## config.mk

```make
export PLATFORM = sky130hd
export DESIGN_NAME = prga_flat
export DESIGN_NICKNAME = d
export VERILOG_FILES = /design/src/rtl/prga_if.sv /design/src/rtl/prga.sv /design/src/flat_wrapper.sv
export SDC_FILE = /design/constraint.sdc
export NUM_CORES = 1
export LEC_CHECK = 0
export CAP_MARGIN = 20
export CORE_UTILIZATION = 58
export CTS_BUF_LIST = sky130_fd_sc_hd__clkbuf_4 sky130_fd_sc_hd__clkbuf_8 sky130_fd_sc_hd__clkbuf_16
export CTS_CLUSTER_SIZE = 12
export DETAILED_ROUTE_END_ITERATION = 10
export PLACE_DENSITY = 0.86
export SKIP_LAST_GASP = 1
export SYNTH_ARGS = -nofsm -noshare
export SYNTH_HDL_FRONTEND = slang
export SYNTH_SLANG_ARGS = --single-unit
export TNS_END_PERCENT = 20
```

## constraint.sdc

```tcl
create_clock -name clk -period 4.8 [get_ports clk]
set_clock_uncertainty 0.05 [all_clocks]
set_input_delay 0.72 -clock clk [delete_from_list [all_inputs] [get_ports clk]]
set_output_delay 0.72 -clock clk [all_outputs]
set_load 0.1 [all_outputs]
```

## src/rtl/prga_if.sv

```systemverilog
// prga_if: bundles the RC4 PRGA engine's start/idle handshake and its three
// memory buses (S read/write, CT read-only, PT write-only).
//   en, rdy                       start request / idle-and-ready handshake
//   s_addr, s_wrdata, s_wren,     S-box memory address, write data, write
//   s_rddata                      enable, and synchronous read data
//   ct_addr, ct_rddata            ciphertext memory address and read data
//   pt_addr, pt_wrdata, pt_wren   plaintext memory address, data, enable
// slave  : the engine side (prga).
// master : the environment side (controller plus memories).
interface prga_if;
  logic       en;
  logic       rdy;
  logic [7:0] s_addr;
  logic [7:0] s_rddata;
  logic [7:0] s_wrdata;
  logic       s_wren;
  logic [7:0] ct_addr;
  logic [7:0] ct_rddata;
  logic [7:0] pt_addr;
  logic [7:0] pt_wrdata;
  logic       pt_wren;

  modport slave (
    input  en, s_rddata, ct_rddata,
    output rdy, s_addr, s_wrdata, s_wren, ct_addr, pt_addr, pt_wrdata, pt_wren
  );

  modport master (
    output en, s_rddata, ct_rddata,
    input  rdy, s_addr, s_wrdata, s_wren, ct_addr, pt_addr, pt_wrdata, pt_wren
  );
endinterface

```

## src/rtl/prga.sv

```systemverilog
// prga: RC4 pseudo-random generation and decrypt engine. Continues the RC4
// i/j walk over the S-box left behind by the key schedule, XORs each
// keystream byte with a length-prefixed ciphertext from CT memory and writes
// the length-prefixed plaintext to PT memory.
// Ports:
//   clk    system clock, all state updates on the rising edge
//   rst_n  synchronous active-low reset; also gates write enables and rdy
//   bus    prga_if.slave: en/rdy handshake plus S, CT and PT memory buses
// All memories are single-port with a one-cycle synchronous read, so every
// read is an address cycle followed by a data cycle.
module prga (
  input  logic   clk,
  input  logic   rst_n,
  prga_if.slave  bus
);

  typedef enum logic [3:0] {
    IDLE   = 4'd0,
    LEN_RD = 4'd1,
    LEN_WR = 4'd2,
    RD_SI  = 4'd3,
    RD_SJ  = 4'd4,
    WR_SI  = 4'd5,
    WR_SJ  = 4'd6,
    RD_PAD = 4'd7,
    WR_PT  = 4'd8
  } state_t;

  state_t     state_r, state_nxt_s;
  logic [7:0] i_r,   i_nxt_s;
  logic [7:0] j_r,   j_nxt_s;
  logic [7:0] k_r,   k_nxt_s;
  logic [7:0] len_r, len_nxt_s;
  logic [7:0] si_r,  si_nxt_s;
  logic [7:0] sj_r,  sj_nxt_s;
  logic [7:0] ctb_r, ctb_nxt_s;

  logic       rdy_s;
  logic [7:0] s_addr_s;
  logic [7:0] s_wrdata_s;
  logic       s_wren_s;
  logic [7:0] ct_addr_s;
  logic [7:0] pt_addr_s;
  logic [7:0] pt_wrdata_s;
  logic       pt_wren_s;
  logic [7:0] j_sum_s;

  // State and datapath registers with synchronous active-low reset.
  always_ff @(posedge clk) begin
    if (!rst_n) begin
      state_r <= IDLE;
      i_r     <= 8'h00;
      j_r     <= 8'h00;
      k_r     <= 8'h00;
      len_r   <= 8'h00;
      si_r    <= 8'h00;
      sj_r    <= 8'h00;
      ctb_r   <= 8'h00;
    end else begin
      state_r <= state_nxt_s;
      i_r     <= i_nxt_s;
      j_r     <= j_nxt_s;
      k_r     <= k_nxt_s;
      len_r   <= len_nxt_s;
      si_r    <= si_nxt_s;
      sj_r    <= sj_nxt_s;
      ctb_r   <= ctb_nxt_s;
    end
  end

  // New j is needed both as the next register value and as this cycle's
  // S address, so compute it once (mod-256 wrap is the 8-bit truncation).
  assign j_sum_s = j_r + bus.s_rddata;

  // Next-state logic and per-state memory bus drive.
  always_comb begin
    state_nxt_s = state_r;
    i_nxt_s     = i_r;
    j_nxt_s     = j_r;
    k_nxt_s     = k_r;
    len_nxt_s   = len_r;
    si_nxt_s    = si_r;
    sj_nxt_s    = sj_r;
    ctb_nxt_s   = ctb_r;
    rdy_s       = 1'b0;
    s_addr_s    = 8'h00;
    s_wrdata_s  = 8'h00;
    s_wren_s    = 1'b0;
    ct_addr_s   = 8'h00;
    pt_addr_s   = 8'h00;
    pt_wrdata_s = 8'h00;
    pt_wren_s   = 1'b0;

    case (state_r)
      IDLE: begin
        rdy_s = 1'b1;
        if (bus.en) begin
          i_nxt_s     = 8'h00;
          j_nxt_s     = 8'h00;
          state_nxt_s = LEN_RD;
        end else begin
          state_nxt_s = IDLE;
        end
      end
      LEN_RD: begin
        ct_addr_s   = 8'h00;
        state_nxt_s = LEN_WR;
      end
      LEN_WR: begin
        // The length byte is copied straight through as the PT prefix.
        pt_addr_s   = 8'h00;
        pt_wrdata_s = bus.ct_rddata;
        pt_wren_s   = 1'b1;
        len_nxt_s   = bus.ct_rddata;
        if (bus.ct_rddata == 8'h00) begin
          state_nxt_s = IDLE;
        end else begin
          k_nxt_s     = 8'h01;
          i_nxt_s     = i_r + 8'h01;
          state_nxt_s = RD_SI;
        end
      end
      RD_SI: begin
        s_addr_s    = i_r;
        state_nxt_s = RD_SJ;
      end
      RD_SJ: begin
        si_nxt_s    = bus.s_rddata;
        j_nxt_s     = j_sum_s;
        s_addr_s    = j_sum_s;
        state_nxt_s = WR_SI;
      end
      WR_SI: begin
        // When i==j both swap writes carry the same value, so no special case.
        sj_nxt_s    = bus.s_rddata;
        s_addr_s    = i_r;
        s_wrdata_s  = bus.s_rddata;
        s_wren_s    = 1'b1;
        state_nxt_s = WR_SJ;
      end
      WR_SJ: begin
        // CT fetch overlaps the second swap write.
        s_addr_s    = j_r;
        s_wrdata_s  = si_r;
        s_wren_s    = 1'b1;
        ct_addr_s   = k_r;
        state_nxt_s = RD_PAD;
      end
      RD_PAD: begin
        s_addr_s    = si_r + sj_r;
        ctb_nxt_s   = bus.ct_rddata;
        state_nxt_s = WR_PT;
      end
      WR_PT: begin
        pt_addr_s   = k_r;
        pt_wrdata_s = bus.s_rddata ^ ctb_r;
        pt_wren_s   = 1'b1;
        // Compare before incrementing so L=255 ends without k overflowing.
        if (k_r == len_r) begin
          state_nxt_s = IDLE;
        end else begin
          k_nxt_s     = k_r + 8'h01;
          i_nxt_s     = i_r + 8'h01;
          state_nxt_s = RD_SI;
        end
      end
      default: begin
        state_nxt_s = IDLE;
      end
    endcase
  end

  // Reset aborts at once: enables and rdy are gated by rst_n itself so no
  // write lands at the reset edge.
  assign bus.rdy       = rdy_s & rst_n;
  assign bus.s_wren    = s_wren_s & rst_n;
  assign bus.pt_wren   = pt_wren_s & rst_n;
  assign bus.s_addr    = s_addr_s;
  assign bus.s_wrdata  = s_wrdata_s;
  assign bus.ct_addr   = ct_addr_s;
  assign bus.pt_addr   = pt_addr_s;
  assign bus.pt_wrdata = pt_wrdata_s;

endmodule

```

## src/flat_wrapper.sv

```systemverilog
// flat-port wrapper written by rule: the top's interface ports become plain ports
module prga_flat 
  (clk, rst_n, bus_en, bus_s_rddata, bus_ct_rddata, bus_rdy, bus_s_addr, bus_s_wrdata, bus_s_wren, bus_ct_addr, bus_pt_addr, bus_pt_wrdata, bus_pt_wren);
  prga_if bus_i ();
  input  logic clk;
  input  logic rst_n;
  input wire logic [$bits(bus_i.en)-1:0] bus_en;
  input wire logic [$bits(bus_i.s_rddata)-1:0] bus_s_rddata;
  input wire logic [$bits(bus_i.ct_rddata)-1:0] bus_ct_rddata;
  output wire logic [$bits(bus_i.rdy)-1:0] bus_rdy;
  output wire logic [$bits(bus_i.s_addr)-1:0] bus_s_addr;
  output wire logic [$bits(bus_i.s_wrdata)-1:0] bus_s_wrdata;
  output wire logic [$bits(bus_i.s_wren)-1:0] bus_s_wren;
  output wire logic [$bits(bus_i.ct_addr)-1:0] bus_ct_addr;
  output wire logic [$bits(bus_i.pt_addr)-1:0] bus_pt_addr;
  output wire logic [$bits(bus_i.pt_wrdata)-1:0] bus_pt_wrdata;
  output wire logic [$bits(bus_i.pt_wren)-1:0] bus_pt_wren;
  assign bus_i.en = bus_en;
  assign bus_i.s_rddata = bus_s_rddata;
  assign bus_i.ct_rddata = bus_ct_rddata;
  assign bus_rdy = bus_i.rdy;
  assign bus_s_addr = bus_i.s_addr;
  assign bus_s_wrdata = bus_i.s_wrdata;
  assign bus_s_wren = bus_i.s_wren;
  assign bus_ct_addr = bus_i.ct_addr;
  assign bus_pt_addr = bus_i.pt_addr;
  assign bus_pt_wrdata = bus_i.pt_wrdata;
  assign bus_pt_wren = bus_i.pt_wren;
  prga u_core (.clk(clk), .rst_n(rst_n), .bus(bus_i));
endmodule
```

Yosys cells after proc, flatten, opt, wreduce, memory -nomap -nowiden --
Index checks and enable logic that the tools add are counted. W data, S select, Z words.
Word-level totals: output and inout bits 43, register bits after elaboration 60, logic and storage cells 59
Cells by class: add/sub/neg operators 4, equality and inequality tests 12, reduce and logical (&&, ||, !) cells 11, multiplexer cells 20, bitwise logic cells 4
Operators with widths (count):
- $pmux W8 S2 | 4
- $mux W8 | 7
- $pmux W4 S9 | 1
- $pmux W8 S4 | 1
- $pmux W8 S3 | 1
- $add A8 B1 Y8 const B | 2
- $add A8 B8 Y8 | 2
- $eq A4 B3 Y1 const B | 4
- $eq A4 B2 Y1 const B | 2
- $eq A8 B8 Y1 | 1
- $logic_not A8 Y1 | 1
- $xor A8 B8 Y8 | 1
- $ne A2 B2 Y1 const B | 3
- $reduce_or A2 Y1 | 3
- $eq A4 B1 Y1 const B | 1
- $eq A4 B4 Y1 const B | 1
- $logic_not A4 Y1 | 1
- $mux W1 | 4
- $mux W2 | 2
- $reduce_and A4 Y1 | 1
- $reduce_bool A2 Y1 | 2
- $and A1 B1 Y1 | 3
- $reduce_and A3 Y1 | 1
- $reduce_bool A3 Y1 | 1
- $reduce_and A2 Y1 | 1

Longest topological paths before layout --
Gate-level depths: netlist of the first run.
depth in word-level cells 4, mapped depth 9, gate-level depth less buffers 9

Worst setup path before layout of the first run --
OpenSTA, ideal clock, no wires.
path type input -> output, start input bus_s_rddata[0], end output bus_s_addr[1], stages on the path 4, slack 0.399 ns, arrival time 3.631 ns, required time 4.030 ns, cells stage by stage ha_1 -> fa_1 -> a22oi_1 -> o21ai_0
Between the ends: longest elaborated chain between the ends 2
RTL lines:
- start, declared | RTL line flat_wrapper.sv:8 | input wire logic [$bits(bus_i.s_rddata)-1:0] bus_s_rddata;
- $add A8 B8 Y8 | RTL line prga.sv:73 | assign j_sum_s = j_r + bus.s_rddata;
- $pmux W8 S4 | RTL line prga.sv:94 | case (state_r)
- end, declared | RTL line flat_wrapper.sv:11 | output wire logic [$bits(bus_i.s_addr)-1:0] bus_s_addr;
Every way passes these cells.

Final worst setup path of the first run --
start input bus_s_rddata[4], end output bus_s_addr[7]
Same word-level chain as after synthesis.

==> run_results.csv, run 1 <==
group,metric,value,unit
worst_setup_path,crit_fanout,4,
worst_setup_path,cp.required,4030,ps
logic_synthesis,synth_cell_types,52,
global_route,antenna_found_initial,0,
sta,slew_headroom,0.349,
drt,drc,0,
drt,vias_per_cell,5.95,
sta,rsz0062_at_grt,"false",
sta,tightest_slew,973,ps
floorplanning,fp.dieH,80.7,um
floorplanning,die_w,80.7,um
logic_synthesis,synth.area.top_cells,"dfxtp_1 (33%), nand2_1 (11%), a21oi_1 (7.9%)",
placed_design,placed_cell_area,4170,um2
flow_run,max_cap_viol_count,0,
logic_synthesis,synth_compound_area_frac,0.199,
worst_hold_path,hold_path_depth,2,
sta,drv_slew,0,
drt,drt-initial-drc-count,372,
floorplanning,start_util,0.604,
worst_setup_path,cp-end-kind,"output pin",
worst_setup_path,rr_worst_depth,6,
finish,fill_cells,471,
logic_synthesis,syn_nets,512,
sta,setup_violations,0,
sta,hold_viol,0,
floorplanning,core,5960,um2
placed_design,gp_congestion,0.871,
cts,htree_levels,3,
logic_synthesis,ys_warn_count,0,
global_route,grt_max_degree,50,
global_route,track_usage,0.331,
logic_synthesis,yosys_most_used_dff,"dfxtp_1",
drt,vias,3648,
logic_synthesis,synth_top_family_by_area,"simple AND/OR/NAND/NOR gates",
cts,cts.sinks,60,
logic_synthesis,ys_ff_latch,60,
placed_design,dp.cells,597,
logic_synthesis,async_flop_share,0,
worst_setup_path,r2r_slack,2140,ps
cts,postCtsHoldBufs,0,
cts,cts_post_setup_buffers_inserted,0,
cts,clock_latency,350,ps
worst_setup_path,critPathKind,"input port to output pin",
global_route,overflow,0,
logic_synthesis,yosys.area_share.simple,0.282,
logic_synthesis,synth_top_area_frac,0.334,
finish,drive_gt1_frac,0.119,
sta,period_share,0.821,
cts,root_buffer,"clkbuf_8",
placed_design,dp_hpwl,7130,um
cts,cts_buffers,9,
floorplanning,rows,28,
pwr,p_per_area,380,nW/um2
sta,fmaxAchievable,254,MHz
logic_synthesis,synthCells,475,
logic_synthesis,ys_seq_area_frac,0.334,
pwr,p_leak,0.00180,uW
cts,clk_pin_slew,70,ps
worst_hold_path,hp-class,"flip-flop to flip-flop",
pwr,ir_drop,0.298,mV
worst_setup_path,cp-start-kind,"input port",
logic_synthesis,synth.avg_cell_area,7.57,um2
sta,fin_tns_setup,0,ps
finish,antenna_cells,0,
sta,min_period,3940,ps
drt,dr.pass1.iters,6,
finish,fin_nets,571,
run_status,status,"finished, final reports clean",
placed_design,io_buffers,61,
logic_synthesis,syn-cell-area,3590,um2
cts,clockBufferDepth,2,
logic_synthesis,yosys.area_share.adder,0.0668,
drt,ant_nets,0,
logic_synthesis,synth_xor_area_frac,0.0780,
logic_synthesis,synth_edf_count,0,
cts,cts_tree,"done",
global_route,grt_pass1_wl,16000,um
cts,ctsResizeCount,0,
drt,drt_wl_total,9940,um
finish,syn_to_final_growth,20.9,%
floorplanning,io_pins,62,
logic_synthesis,synth.largest_area_cell,"dfxtp_1",
floorplanning,fp.dieArea,6520,um2
finish,fin_area,4350,um2
worst_setup_path,cp.arrival,3170,ps
finish,finalNonFillerCells,613,
global_route,grt_pass1_vias,3264,
drt,drt-wirelength-per-cell,16.2,um
finish,fin_util,0.730,
logic_synthesis,synth_mux_area_frac,0.0118,
==> registers in the layout (all words and copies together), names as in the netlist <==
name,flops
u_core.ctb_r,8
u_core.k_r,8
u_core.state_r,4
u_core.sj_r,8
u_core.i_r,8
u_core.j_r,8
u_core.len_r,8
u_core.si_r,8
==> critical path: stages <==
cell and delay, ps:
clkdlybuf4s50_1 510, ha_1 390, or4_1 470, o21ai_0 100, a31oi_1 70, xnor2_1 160, or3_1 340, nand3_1 120
buf_4 300
==> cell families (layout without fill, tap and decap cells) <==
kind of cell	Yosys count	count (layout)
simple gates	218	218
compound gates	118	118
flops	60	60
xor+xnor	32	32
buf+inv	25	88
fa+ha+maj	18	18
mux	4	4
==> power breakdown <==
part / leakage (uW) / switching (uW) / internal [uW]
clock network: 0.0000902 / 195 / 199
registers: 0.000485 / 70.7 / 537
logic: 0.00123 / 467 / 181
total: 0.00180 / 733 / 917
==> through the flow <==
step / hold slack, ps / setup slack, ps / total power [uW]
finish: 414 / 857 / 1650
detailed placement: 401 / 880 / 1250
floorplan: 391 / 399 / 1110
CTS: 411 / 835 / 1650
global route: 430 / 686 / 1730
global placement: 397 / 920 / 1240
==> worst paths after layout <==
path                                startpoint                      endpoint
setup / recovery               bus_s_rddata[4]                 bus_s_addr[7]
hold / removal     u_core.sj_r[2]$_SDFFE_PN0N_   u_core.sj_r[2]$_SDFFE_PN0N_
setup reg to reg  u_core.state_r[1]$_SDFF_PN0_  u_core.state_r[1]$_SDFF_PN0_
hold reg to reg    u_core.sj_r[2]$_SDFFE_PN0N_   u_core.sj_r[2]$_SDFFE_PN0N_
==> cell usage in the layout, fill, tap and decap left out, types with 2 or more instances in the layout <==
| cell type | count |
|---|---|
| nand3b_1 | 3 |
| o21ai_1 | 2 |
| a21o_1 | 3 |
| ha_1 | 16 |
| a31oi_1 | 4 |
| nand2_1 | 110 |
| clkdlybuf4s50_1 | 28 |
| inv_1 | 6 |
| nor2b_1 | 2 |
| nor3_1 | 3 |
| a22oi_1 | 7 |
| clkbuf_4 | 3 |
| nor3b_1 | 2 |
| a21oi_2 | 2 |
| and2_1 | 9 |
| a211oi_1 | 2 |
| clkinv_2 | 3 |
| or4_1 | 4 |
| nor4_1 | 2 |
| o21ai_0 | 25 |
| nand3_1 | 14 |
| nor2_1 | 35 |
| a21oi_1 | 57 |
| o21a_1 | 3 |
| mux2_2 | 2 |
| buf_4 | 37 |
| nand2b_1 | 5 |
| nand4b_1 | 2 |
| nand4_1 | 3 |
| a222oi_1 | 3 |
| clkbuf_8 | 9 |
| and3_1 | 14 |
| mux2i_1 | 2 |
| fa_1 | 2 |
| or3_1 | 4 |
| xnor2_1 | 18 |
| xor2_1 | 14 |
| dfxtp_1 | 60 |
==> routing by layer <==
metal  vias up  global-route usage  part of all wire
li1       1781                   -                 -
met1      1681               0.422              0.42
met2       157               0.505              0.47
met3        29              0.0886             0.073
met4         0               0.182             0.034
met5         -                   0                 0
==> cell type report <==
class                      count  area, um2  share of cell area
tap                           75       93.8              0.0216
clock inverter                 3       15.0             0.00345
sequential                    60       1200               0.276
clock buffer                  12        146              0.0337
multi-input combinational    390       2290               0.527
timing repair buffer          67        576               0.132
inverter                       6       22.5             0.00518
==> cells in the mapped netlist, drive strengths merged (2+ instances only) <==
cell,number
nand4,3
nand2b,5
nor2,35
a21oi,59
fa,2
nor2b,2
nor3b,2
nand3b,3
nor3,3
or3,5
nand4b,2
mux2,2
a22oi,7
a211oi,2
a21o,4
nand3,14
mux2i,2
buf,4
o21a,3
or4,4
a222oi,3
o21ai,27
nor4,2
xnor2,18
and3,14
clkbuf,15
nand2,111
and2,10
inv,6
xor2,14
a31oi,4
dfxtp,60
ha,16
Power figures use the tool's default switching activity.
==> inputs of run 2 (changes only) <==
--- a/config.mk
+++ b/config.mk
@@ -6,11 +6,11 @@
 export NUM_CORES = 1
 export LEC_CHECK = 0
 export CAP_MARGIN = 20
-export CORE_UTILIZATION = 58
+export CORE_UTILIZATION = 53
 export CTS_BUF_LIST = sky130_fd_sc_hd__clkbuf_4 sky130_fd_sc_hd__clkbuf_8 sky130_fd_sc_hd__clkbuf_16
 export CTS_CLUSTER_SIZE = 12
 export DETAILED_ROUTE_END_ITERATION = 10
-export PLACE_DENSITY = 0.86
+export PLACE_DENSITY = 0.8
 export SKIP_LAST_GASP = 1
 export SYNTH_ARGS = -nofsm -noshare
 export SYNTH_HDL_FRONTEND = slang
==> constraint.sdc (replaced) <==
create_clock -name clk -period 3.9 [get_ports clk]
set_clock_uncertainty 0.05 [all_clocks]
set_input_delay 0.585 -clock clk [delete_from_list [all_inputs] [get_ports clk]]
set_output_delay 0.585 -clock clk [all_outputs]
set_load 0.1 [all_outputs]
==> run_results.csv, run 2 (synthesis results as in run 1) <==
group,metric,value,unit
placed_design,dp_hpwl,7230,um
finish,fin_util,0.697,
drt,vias_per_cell,5.82,
floorplanning,die_w,84.4,um
cts,clockBufferDepth,2,
placed_design,gp_congestion,0.892,
sta,slew_headroom,0.449,
drt,m1WireLength,4400,um
worst_setup_path,rr_worst_depth,6,
finish,seq_area,1200,um2
drt,drt_wl_total,9930,um
global_route,antenna_found_initial,0,
worst_setup_path,cp.required,3260,ps
global_route,track_usage,0.288,
cts,cts_buffers,9,
floorplanning,rows,29,
worst_hold_path,hold_path_depth,2,
cts,root_buffer,"clkbuf_8",
worst_setup_path,cp_slowest_cell,"clkdlybuf4s50_1",
floorplanning,core,6460,um2
cts,ctsResizeCount,0,
pwr,ir_drop,0.299,mV
finish,multi_input_area,2290,um2
global_route,overflow,0,
global_route,grt_pass1_wl,16100,um
finish,fin_area,4500,um2
drt,ant_nets,0,
cts,htree_levels,3,
finish,fill_cells,522,
run_status,status,"finished with violations",
drt,drt-initial-drc-count,267,
cts,clk_pin_slew,70,ps
worst_setup_path,crit_fanout,4,
cts,cts_post_setup_buffers_inserted,0,
finish,drive_gt1_frac,0.144,
finish,antenna_cells,0,
worst_setup_path,critPathMaxStageDelay,490,ps
cts,cts.sinks,60,
pwr,fin_total_pwr,2210,uW
sta,setup_violations,0,
drt,wl_met3,591,um
drt,met2_length,4720,um
drt,dr.pass1.iters,8,
sta,fin_tns_setup,0,ps
drt,drt-wirelength-per-cell,16.1,um
sta,min_period,3620,ps
flow_run,max_cap_viol_count,0,
pwr,p_per_area,490,nW/um2
floorplanning,start_util,0.557,
pwr,p_leak,0.00187,uW
floorplanning,fp.dieH,84.4,um
cts,cts_tree,"done",
worst_setup_path,cp-start-kind,"input port",
run_status,violations,"design-rule violations",
drt,vias,3594,
worst_hold_path,hp-class,"flip-flop to flip-flop",
worst_setup_path,critPathKind,"input port to output pin",
worst_setup_path,crit_chain,"clkdlybuf4s50_1 -> ha_1 -> or4_1 -> o21ai_0 -> a31oi_1 -> xnor2_1 -> or3_1 -> nand3_1 -> buf_12",
finish,fin_nets,573,
global_route,grt_max_degree,37,
placed_design,preCtsSetupSlack,291,ps
floorplanning,io_pins,62,
placed_design,io_buffers,61,
sta,rsz0062_at_grt,"false",
sta,period_share,0.929,
worst_setup_path,cp.arrival,2990,ps
drt,highest_layer,"met4",
sta,hold_viol,0,
global_route,grt_pass1_vias,3345,
finish,final_common_cell,"nand2_1",
drt,drc,6,
finish,syn_to_final_growth,25.2,%
worst_setup_path,cp-end-kind,"output pin",
sta,drv_slew,0,
cts,clock_latency,340,ps
cts,postCtsHoldBufs,0,
placed_design,placed_cell_area,4280,um2
sta,setup_ws,276,ps
sta,fmaxAchievable,276,MHz
finish,layout_common_cells,"nand2_1 (110), dfxtp_1 (60), a21oi_1 (57), buf_4 (43), nor2_1 (35)",
floorplanning,fp.dieArea,7120,um2
sta,tightest_slew,824,ps
[run 2: worst max-delay path: cells and delay by family]
| kind | cells | cell delay (ps) |
|---|---|---|
| AO/OA/AOI/OAI | 2 | 170 |
| buffers and inverters | 2 | 680 |
| XOR/XNOR | 1 | 170 |
| AND/OR/NAND/NOR | 3 | 990 |
| adder cells (fa/ha/maj) | 1 | 380 |
[run 2: through the flow]
stage / hold slack, ps / instances
6_report: 416 / 618
5_1_grt: 437 / 618
4_1_cts: 419 / 618
3_5_place_dp: 409 / 602
3_3_place_gp: 399 / 602
2_1_floorplan: 391 / 475
[run 2: worst paths after layout]
kind	startpoint	end	slack (ps)
worst min-delay path	u_core.sj_r[6]$_SDFFE_PN0N_	u_core.sj_r[6]$_SDFFE_PN0N_	420
worst max register to register	u_core.state_r[1]$_SDFF_PN0_	u_core.i_r[1]$_SDFFE_PN0P_	1240
worst max-delay path	bus_s_rddata[4]	bus_s_addr[7]	280
worst min register to register	u_core.sj_r[6]$_SDFFE_PN0N_	u_core.sj_r[6]$_SDFFE_PN0N_	420
[run 2: final cells by class]
class,count,share of cell area
clock buffers,9,0.0275
clock inverters,7,0.0225
inverters,6,0.00500
multi-input cells,390,0.509
flip-flops and latches,60,0.267
well taps,77,0.0214
repair buffers,69,0.147
[run 2: report_power, final]
part / switching, uW / internal [uW] / leakage (uW)
Sequential: 86.7 / 660 / 0.000485
Clock: 275 / 362 / 0.000106
Combinational: 578 / 243 / 0.00128
Total: 940 / 1270 / 0.00187
[run 2: routing by layer]
layer | track usage | vias to the layer above
li1 | - | 1792
met1 | 0.380 | 1674
met2 | 0.469 | 110
met3 | 0.0541 | 18
met4 | 0.109 | 0
met5 | 0 | -
